<file path="src/rtl/cpu_pkg.sv">
// Shared opcodes, state encoding and control bundle for the control unit.
// Build option MULDIV_EN enables the mul/div execute sequence.
package cpu_pkg;

  localparam logic [4:0] OP_LD   = 5'b00000;
  localparam logic [4:0] OP_LDI  = 5'b00001;
  localparam logic [4:0] OP_ST   = 5'b00010;
  localparam logic [4:0] OP_ADD  = 5'b00011;
  localparam logic [4:0] OP_SUB  = 5'b00100;
  localparam logic [4:0] OP_AND  = 5'b00101;
  localparam logic [4:0] OP_OR   = 5'b00110;
  localparam logic [4:0] OP_ADDI = 5'b01011;
  localparam logic [4:0] OP_MUL  = 5'b01111;
  localparam logic [4:0] OP_DIV  = 5'b10000;
  localparam logic [4:0] OP_IN   = 5'b10110;
  localparam logic [4:0] OP_OUT  = 5'b10111;
  localparam logic [4:0] OP_MFHI = 5'b11000;
  localparam logic [4:0] OP_MFLO = 5'b11001;
  localparam logic [4:0] OP_NOP  = 5'b11010;
  localparam logic [4:0] OP_HALT = 5'b11011;

  localparam logic [4:0] ALU_ADD = 5'b00011;

`ifdef MULDIV_EN
  localparam bit MULDIV_ON = 1'b1;
`else
  localparam bit MULDIV_ON = 1'b0;
`endif

  typedef enum logic [3:0] {
    RESET_ST, T0, T1, T2, T3,
    T4, T5, T6, T7, HALT
  } state_t;

  typedef struct packed {
    logic pc_out;
    logic inc_pc;
    logic pc_en;
    logic mar_en;
    logic mdr_en;
    logic mdr_rd;
    logic mdr_out;
    logic ir_en;
    logic ram_wr;
    logic gra;
    logic grb;
    logic grc;
    logic r_in;
    logic r_out;
    logic ba_out;
    logic c_out;
    logic y_en;
    logic zlo_in;
    logic zhi_in;
    logic zlo_out;
    logic zhi_out;
    logic hi_en;
    logic lo_en;
    logic hi_out;
    logic lo_out;
    logic inport_out;
    logic outport_en;
    logic con_in;
  } ctrl_t;

  function automatic logic is_alu3(input logic [4:0] op);
    return (op == OP_ADD) || (op == OP_SUB) ||
           (op == OP_AND) || (op == OP_OR);
  endfunction

  function automatic logic is_mem(input logic [4:0] op);
    return (op == OP_LD) || (op == OP_ST);
  endfunction

  function automatic logic is_short(input logic [4:0] op);
    return (op == OP_MFHI) || (op == OP_MFLO) ||
           (op == OP_IN) || (op == OP_OUT);
  endfunction

  function automatic logic is_muldiv(input logic [4:0] op);
    return MULDIV_ON && ((op == OP_MUL) || (op == OP_DIV));
  endfunction

  function automatic logic has_exec(input logic [4:0] op);
    return is_alu3(op) || is_mem(op) || is_short(op) ||
           is_muldiv(op) || (op == OP_ADDI) || (op == OP_LDI);
  endfunction

endpackage

</file>
<file path="src/rtl/ctrl_decode.sv">
// Moore decoder: (state, opcode) -> datapath control vector.
// Everything not named for a state stays 0.
module ctrl_decode
  import cpu_pkg::*;
(
  input  state_t     state_i,
  input  logic [4:0] opcode_i,
  output ctrl_t      ctrl_o,
  output logic [4:0] alu_op_o,
  output logic       run_o
);

  logic a3, mem, ldi, addi, mdv;

  assign a3   = is_alu3(opcode_i);
  assign mem  = is_mem(opcode_i);
  assign ldi  = (opcode_i == OP_LDI);
  assign addi = (opcode_i == OP_ADDI);
  assign mdv  = is_muldiv(opcode_i);

  // decode control strobes for the current state
  always_comb begin
    ctrl_o   = '0;
    alu_op_o = ALU_ADD;
    run_o    = (state_i != HALT);
    unique case (state_i)
      RESET_ST, HALT: ;
      T0: begin
        ctrl_o.pc_out = 1'b1;
        ctrl_o.mar_en = 1'b1;
        ctrl_o.inc_pc = 1'b1;
        ctrl_o.zlo_in = 1'b1;
      end
      T1: begin
        ctrl_o.zlo_out = 1'b1;
        ctrl_o.pc_en   = 1'b1;
        ctrl_o.mdr_rd  = 1'b1;
        ctrl_o.mdr_en  = 1'b1;
      end
      T2: begin
        ctrl_o.mdr_out = 1'b1;
        ctrl_o.ir_en   = 1'b1;
      end
      T3: begin
        if (a3 || addi) begin
          ctrl_o.grb   = 1'b1;
          ctrl_o.r_out = 1'b1;
          ctrl_o.y_en  = 1'b1;
        end else if (mem || ldi) begin
          ctrl_o.grb    = 1'b1;
          ctrl_o.ba_out = 1'b1;
          ctrl_o.y_en   = 1'b1;
        end else if (mdv) begin
          ctrl_o.gra   = 1'b1;
          ctrl_o.r_out = 1'b1;
          ctrl_o.y_en  = 1'b1;
        end else if (opcode_i == OP_MFHI) begin
          ctrl_o.gra    = 1'b1;
          ctrl_o.r_in   = 1'b1;
          ctrl_o.hi_out = 1'b1;
        end else if (opcode_i == OP_MFLO) begin
          ctrl_o.gra    = 1'b1;
          ctrl_o.r_in   = 1'b1;
          ctrl_o.lo_out = 1'b1;
        end else if (opcode_i == OP_IN) begin
          ctrl_o.gra        = 1'b1;
          ctrl_o.r_in       = 1'b1;
          ctrl_o.inport_out = 1'b1;
        end else if (opcode_i == OP_OUT) begin
          ctrl_o.gra        = 1'b1;
          ctrl_o.r_out      = 1'b1;
          ctrl_o.outport_en = 1'b1;
        end
      end
      T4: begin
        if (a3) begin
          ctrl_o.grc    = 1'b1;
          ctrl_o.r_out  = 1'b1;
          ctrl_o.zlo_in = 1'b1;
          alu_op_o      = opcode_i;
        end else if (addi || mem || ldi) begin
          ctrl_o.c_out  = 1'b1;
          ctrl_o.zlo_in = 1'b1;
        end else if (mdv) begin
          ctrl_o.grb    = 1'b1;
          ctrl_o.r_out  = 1'b1;
          ctrl_o.zlo_in = 1'b1;
          ctrl_o.zhi_in = 1'b1;
          alu_op_o      = opcode_i;
        end
      end
      T5: begin
        if (a3 || addi || ldi) begin
          ctrl_o.zlo_out = 1'b1;
          ctrl_o.gra     = 1'b1;
          ctrl_o.r_in    = 1'b1;
        end else if (mem) begin
          ctrl_o.zlo_out = 1'b1;
          ctrl_o.mar_en  = 1'b1;
        end else if (mdv) begin
          ctrl_o.zlo_out = 1'b1;
          ctrl_o.lo_en   = 1'b1;
        end
      end
      T6: begin
        if (opcode_i == OP_LD) begin
          ctrl_o.mdr_rd = 1'b1;
          ctrl_o.mdr_en = 1'b1;
        end else if (opcode_i == OP_ST) begin
          ctrl_o.gra    = 1'b1;
          ctrl_o.r_out  = 1'b1;
          ctrl_o.mdr_en = 1'b1;
        end else if (mdv) begin
          ctrl_o.zhi_out = 1'b1;
          ctrl_o.hi_en   = 1'b1;
        end
      end
      T7: begin
        if (opcode_i == OP_LD) begin
          ctrl_o.mdr_out = 1'b1;
          ctrl_o.gra     = 1'b1;
          ctrl_o.r_in    = 1'b1;
        end else if (opcode_i == OP_ST) begin
          ctrl_o.ram_wr = 1'b1;
        end
      end
    endcase
  end

endmodule

</file>
<file path="src/rtl/control_unit.sv">
// Multi-cycle CPU sequencer: state register, next-state and stop-pending.
// Build option MULDIV_EN (see cpu_pkg) adds the mul/div sequence.
module control_unit
  import cpu_pkg::*;
(
  input  logic        Clock,
  input  logic        Clear,
  input  logic [31:0] IR,
  input  logic        CON_FF,
  input  logic        Stop,
  output logic        Run,
  output logic [4:0]  alu_op,
  output logic        PCout,
  output logic        IncPC,
  output logic        PC_enable,
  output logic        MAR_enable,
  output logic        MDR_enable,
  output logic        MDR_read,
  output logic        MDRout,
  output logic        IR_enable,
  output logic        RAM_write,
  output logic        Gra,
  output logic        Grb,
  output logic        Grc,
  output logic        R_in,
  output logic        R_out,
  output logic        BAout,
  output logic        Cout,
  output logic        Y_enable,
  output logic        ZLowIn,
  output logic        ZHighIn,
  output logic        ZLowout,
  output logic        ZHighout,
  output logic        HI_enable,
  output logic        LO_enable,
  output logic        HIout,
  output logic        LOout,
  output logic        InPortout,
  output logic        OutPort_enable,
  output logic        CONin
);

  state_t     state_q, state_d;
  logic       stop_q, stop_d;
  logic [4:0] op;
  ctrl_t      ctrl;
  logic       unused_in;

  assign op        = IR[31:27];
  assign unused_in = ^{CON_FF, IR[26:0]};

  // state and stop-pending registers
  always_ff @(posedge Clock or posedge Clear) begin
    if (Clear) begin
      state_q <= RESET_ST;
      stop_q  <= 1'b0;
    end else begin
      state_q <= state_d;
      stop_q  <= stop_d;
    end
  end

  // next state; a pending stop diverts the next T0 entry to HALT
  always_comb begin
    state_d = state_q;
    stop_d  = stop_q | Stop;
    unique case (state_q)
      RESET_ST: state_d = T0;
      T0:       state_d = T1;
      T1:       state_d = T2;
      T2: begin
        if (op == OP_HALT)    state_d = HALT;
        else if (has_exec(op)) state_d = T3;
        else                  state_d = T0;
      end
      T3:   state_d = is_short(op) ? T0 : T4;
      T4:   state_d = T5;
      T5:   state_d = (is_mem(op) || is_muldiv(op)) ? T6 : T0;
      T6:   state_d = is_muldiv(op) ? T0 : T7;
      T7:   state_d = T0;
      HALT: state_d = HALT;
    endcase
    if (state_d == T0 && stop_d) state_d = HALT;
    if (state_d == HALT) stop_d = 1'b0;
  end

  ctrl_decode u_dec (
    .state_i  (state_q),
    .opcode_i (op),
    .ctrl_o   (ctrl),
    .alu_op_o (alu_op),
    .run_o    (Run)
  );

  assign PCout          = ctrl.pc_out;
  assign IncPC          = ctrl.inc_pc;
  assign PC_enable      = ctrl.pc_en;
  assign MAR_enable     = ctrl.mar_en;
  assign MDR_enable     = ctrl.mdr_en;
  assign MDR_read       = ctrl.mdr_rd;
  assign MDRout         = ctrl.mdr_out;
  assign IR_enable      = ctrl.ir_en;
  assign RAM_write      = ctrl.ram_wr;
  assign Gra            = ctrl.gra;
  assign Grb            = ctrl.grb;
  assign Grc            = ctrl.grc;
  assign R_in           = ctrl.r_in;
  assign R_out          = ctrl.r_out;
  assign BAout          = ctrl.ba_out;
  assign Cout           = ctrl.c_out;
  assign Y_enable       = ctrl.y_en;
  assign ZLowIn         = ctrl.zlo_in;
  assign ZHighIn        = ctrl.zhi_in;
  assign ZLowout        = ctrl.zlo_out;
  assign ZHighout       = ctrl.zhi_out;
  assign HI_enable      = ctrl.hi_en;
  assign LO_enable      = ctrl.lo_en;
  assign HIout          = ctrl.hi_out;
  assign LOout          = ctrl.lo_out;
  assign InPortout      = ctrl.inport_out;
  assign OutPort_enable = ctrl.outport_en;
  assign CONin          = ctrl.con_in;

endmodule

</file>
<file path="config.mk">
export PLATFORM = sky130hd
export DESIGN_NAME = control_unit
export DESIGN_NICKNAME = d
export VERILOG_FILES = /design/src/rtl/cpu_pkg.sv /design/src/rtl/ctrl_decode.sv /design/src/rtl/control_unit.sv
export SDC_FILE = /design/constraint.sdc
export NUM_CORES = 1
export LEC_CHECK = 0
export ABC_CLOCK_PERIOD_IN_PS = 4600
export CAP_MARGIN = 5
export CORE_MARGIN = 2
export CORE_UTILIZATION = 34
export DETAILED_ROUTE_END_ITERATION = 7
export PLACE_DENSITY = 0.85
export REMOVE_ABC_BUFFERS = 1
export SYNTH_ARGS = -nofsm -noshare
export SYNTH_HDL_FRONTEND = slang
export SYNTH_SLANG_ARGS = --single-unit
</file>
<file path="constraint.sdc">
create_clock -name Clock -period 4.6 [get_ports Clock]
set_input_delay 0.92 -clock Clock [delete_from_list [all_inputs] [get_ports Clock]]
set_output_delay 0.92 -clock Clock [all_outputs]
set_load 0.02 [all_outputs]
</file>
==> qor.yml <==
cts:
  clockRootBuffer: "clkbuf_4"
  clock_sinks: 5
  clock_latency_ns: 0.25
  cts.repair.resized: 0
  cts_tree: "built"
  cts-htree-levels: 1
  post_cts_buffers: 0
  cts.clk_slew.worst_paths_ns: 0.04
  hold_buffers: 0
  clock_path_buffers: 2
  cts_buffers: 3
sta:
  hold_viol: 0
  fin_worst_skew_ns: 0.002054
  maxSlewViolCount: 0
  rsz0062_at_grt: "false"
  fin_setup_tns_ns: 0
  worst_pin_slew_ns: 0.4970
  relSlewSlack_pct: 66.43
  setup_viol: 0
  finalCritPeriodShare_pct: 89.64
  clock.fmax_ghz: 0.2425
  period_needed_ns: 4.123
global_routing:
  grt_pass1_wl_um: 3574
  grt_usage_pct: 16.95
  globalRoute.busiestLayer: "met2"
  gr-total-overflow: 0
  use_met1_pct: 20.88
  grt_max_degree: 16
  use_met3_pct: 0.8475
  gr-usage-met2_pct: 30.83
  first_global_vias: 818
  antenna_found_initial: 0
logic_synthesis:
  yosys.area.top_type: "dfrtp_1"
  ys_seq_elements: 5
  synth-edff-count: 0
  yosysMostFrequentCell: "nand2_1"
  synthesis.instances: 116
  ys.warnings.count: 0
  syn_area_per_cell_um2: 7.087
  ys.flop_type: "dfrtp_1"
  synth_area_um2: 822.0
  seq_area_frac_synth_pct: 15.22
  async_reset_ff_share_pct: 100.0
  synth.top_cell.area_share_pct: 15.22
  ys_types: 48
  synthTopCellsByArea: "dfrtp_1, buf_4, nand2_1"
  yosys-top-cells-count: "nand2_1, buf_4, nor2_1"
placement:
  gp_congestion: 0.8910
  io_buffers: 34
  post-dp-hpwl_um: 1886
  dpl_cell_area_um2: 1145
  place_inst: 171
critical_path:
  rr_worst_depth: 5
  r2r_slack_ns: 2.99
  critPathKind: "input port to primary output"
  path_buf_inv: 3
  worstPathCellList: "clkdlybuf4s50_1 -> buf_4 -> or3b_1 -> o21ai_1 -> nand3_1 -> o211ai_2 -> nand2b_1 -> clkdlybuf4s50_1"
  path_depth: 8
  end_kind: "primary output"
  critical_path_arrival_ns: 3.20
  cp_max_fo: 8
  critical_path_required_ns: 3.68
  worstSetupStartpointType: "input port"
  startpoint: "IR[30]"
  setup.worst_path.end: "Gra"
  r2r_start: "state_q[3]"
  crit_path_frequent_cell: "clkdlybuf4s50_1"
  cp_top_family: "buffers and inverters"
  crit_slowest_cell: "clkdlybuf4s50_1"
  worstReg2RegEnd: "state_q[3]"
  critPathMaxStageDelay_ns: 0.64
worst_hold_path:
  hold_path_class: "flip-flop to flip-flop"
  holdPathStages: 2
layout:
  drive_gt1_share_pct: 11.56
  regArea_um2: 125.1
  multiInputGateArea_um2: 591.8
  instances_no_fill: 175
  utilization_pct: 51.94
  fin_area_um2: 1171
  diodes: 0
  fillers: 238
  syn2layout_area_growth_pct: 42.47
  nets: 184
drt:
  drc: 0
  wl_per_cell_um: 13.42
  vias: 935
  antenna_left: 0
  drt_pass1_iterations: 4
  via_per_inst: 5.343
  drtIter0Drc: 34
  routed_wl_um: 2349
job:
  maxCapViolations: 0
floorplan:
  rows: 17
  die_area_um2: 2827
  core_um2: 2255
  die_y_um: 53.17
  top_level_ports: 70
  die_w_um: 53.17
  initial_core_util_pct: 36.46
pwr:
  power_density_nw_per_um2: 111.9
  p_total_mw: 0.1310
  p_leak_nw: 0.4812
  max-vdd-ir-drop_mv: 0.06253
status:
  status: "complete, no violations"
==> through the flow <==
| step | setup slack (ns) | hold WS, ns |
|---|---|---|
| final | 0.4767 | 0.5787 |
| after global routing | 0.3516 | 0.6312 |
| after CTS | 0.4922 | 0.5862 |
| after detailed placement | 0.5047 | 0.5771 |
| after global placement | 0.5240 | 0.5295 |
| after floorplan | 1.601 | 0.5082 |
==> area by class of cell <==
type,instances,share of cell area [%]
Timing Repair Buffer,38,31.62
Tap cell,28,2.991
Inverter,6,1.923
Clock buffer,4,2.244
Multi-Input combinational cell,94,50.53
Sequential cell,5,10.68
==> cell usage in the layout, fill, tap and decap left out, drive strengths merged, types with 2 or more instances in the layout <==
master	n
nand3	5
nor3	6
buf	4
nand4	2
clkdlybuf4s50	34
inv	6
o21ai	9
nor2b	2
or3b	2
clkbuf	4
or3	2
a211o	2
conb	7
and3b	2
nand3b	3
nand2	12
nor2	9
nor4	2
o21bai	2
dfrtp	5
nand2b	2
a21oi	5
==> power by group <==
group / switching, mW / internal [mW]
clock: 0.0194 / 0.0329
sequential: 0 / 0.0442
combinational: 0.0220 / 0.0126
total: 0.0414 / 0.0896
==> state kept, by name, summed over array words and instances (netlist names) <==
name / count
state_q: 4
stop_q: 1
==> worst reg2reg max path: stages, from the launching register on <==
cell       delay (ns)
dfrtp_1          0.55
nor2b_4          0.10
and3b_1          0.22
a221oi_2         0.36
nand3_2          0.10
o2111ai_2        0.19
==> worst min path at each step <==
stage	end	slack, ns	from
floorplan	stop_q	0.51	stop_q
global placement	stop_q	0.53	stop_q
detailed placement	stop_q	0.58	stop_q
CTS	stop_q	0.59	stop_q
global route	stop_q	0.63	stop_q
finish	stop_q	0.58	stop_q
==> logic make-up (layout without fill, tap and decap cells) <==
logic type | Yosys count | after routing | synth area share (%)
other | 1 | 7 | 0.4562
buffers and inverters | 23 | 48 | 15.52
and+or+nand+nor | 57 | 57 | 42.16
DFF | 5 | 5 | 15.22
AOI/OAI and AO/OA | 30 | 30 | 26.64
==> layer usage <==
metal  part of all wire, %  vias up
met5                     0        -
met4                  0.51        0
met3                   5.4        2
met2                    53       35
met1                    41      433
li1                      -      465
Power figures use the tool's default switching activity.
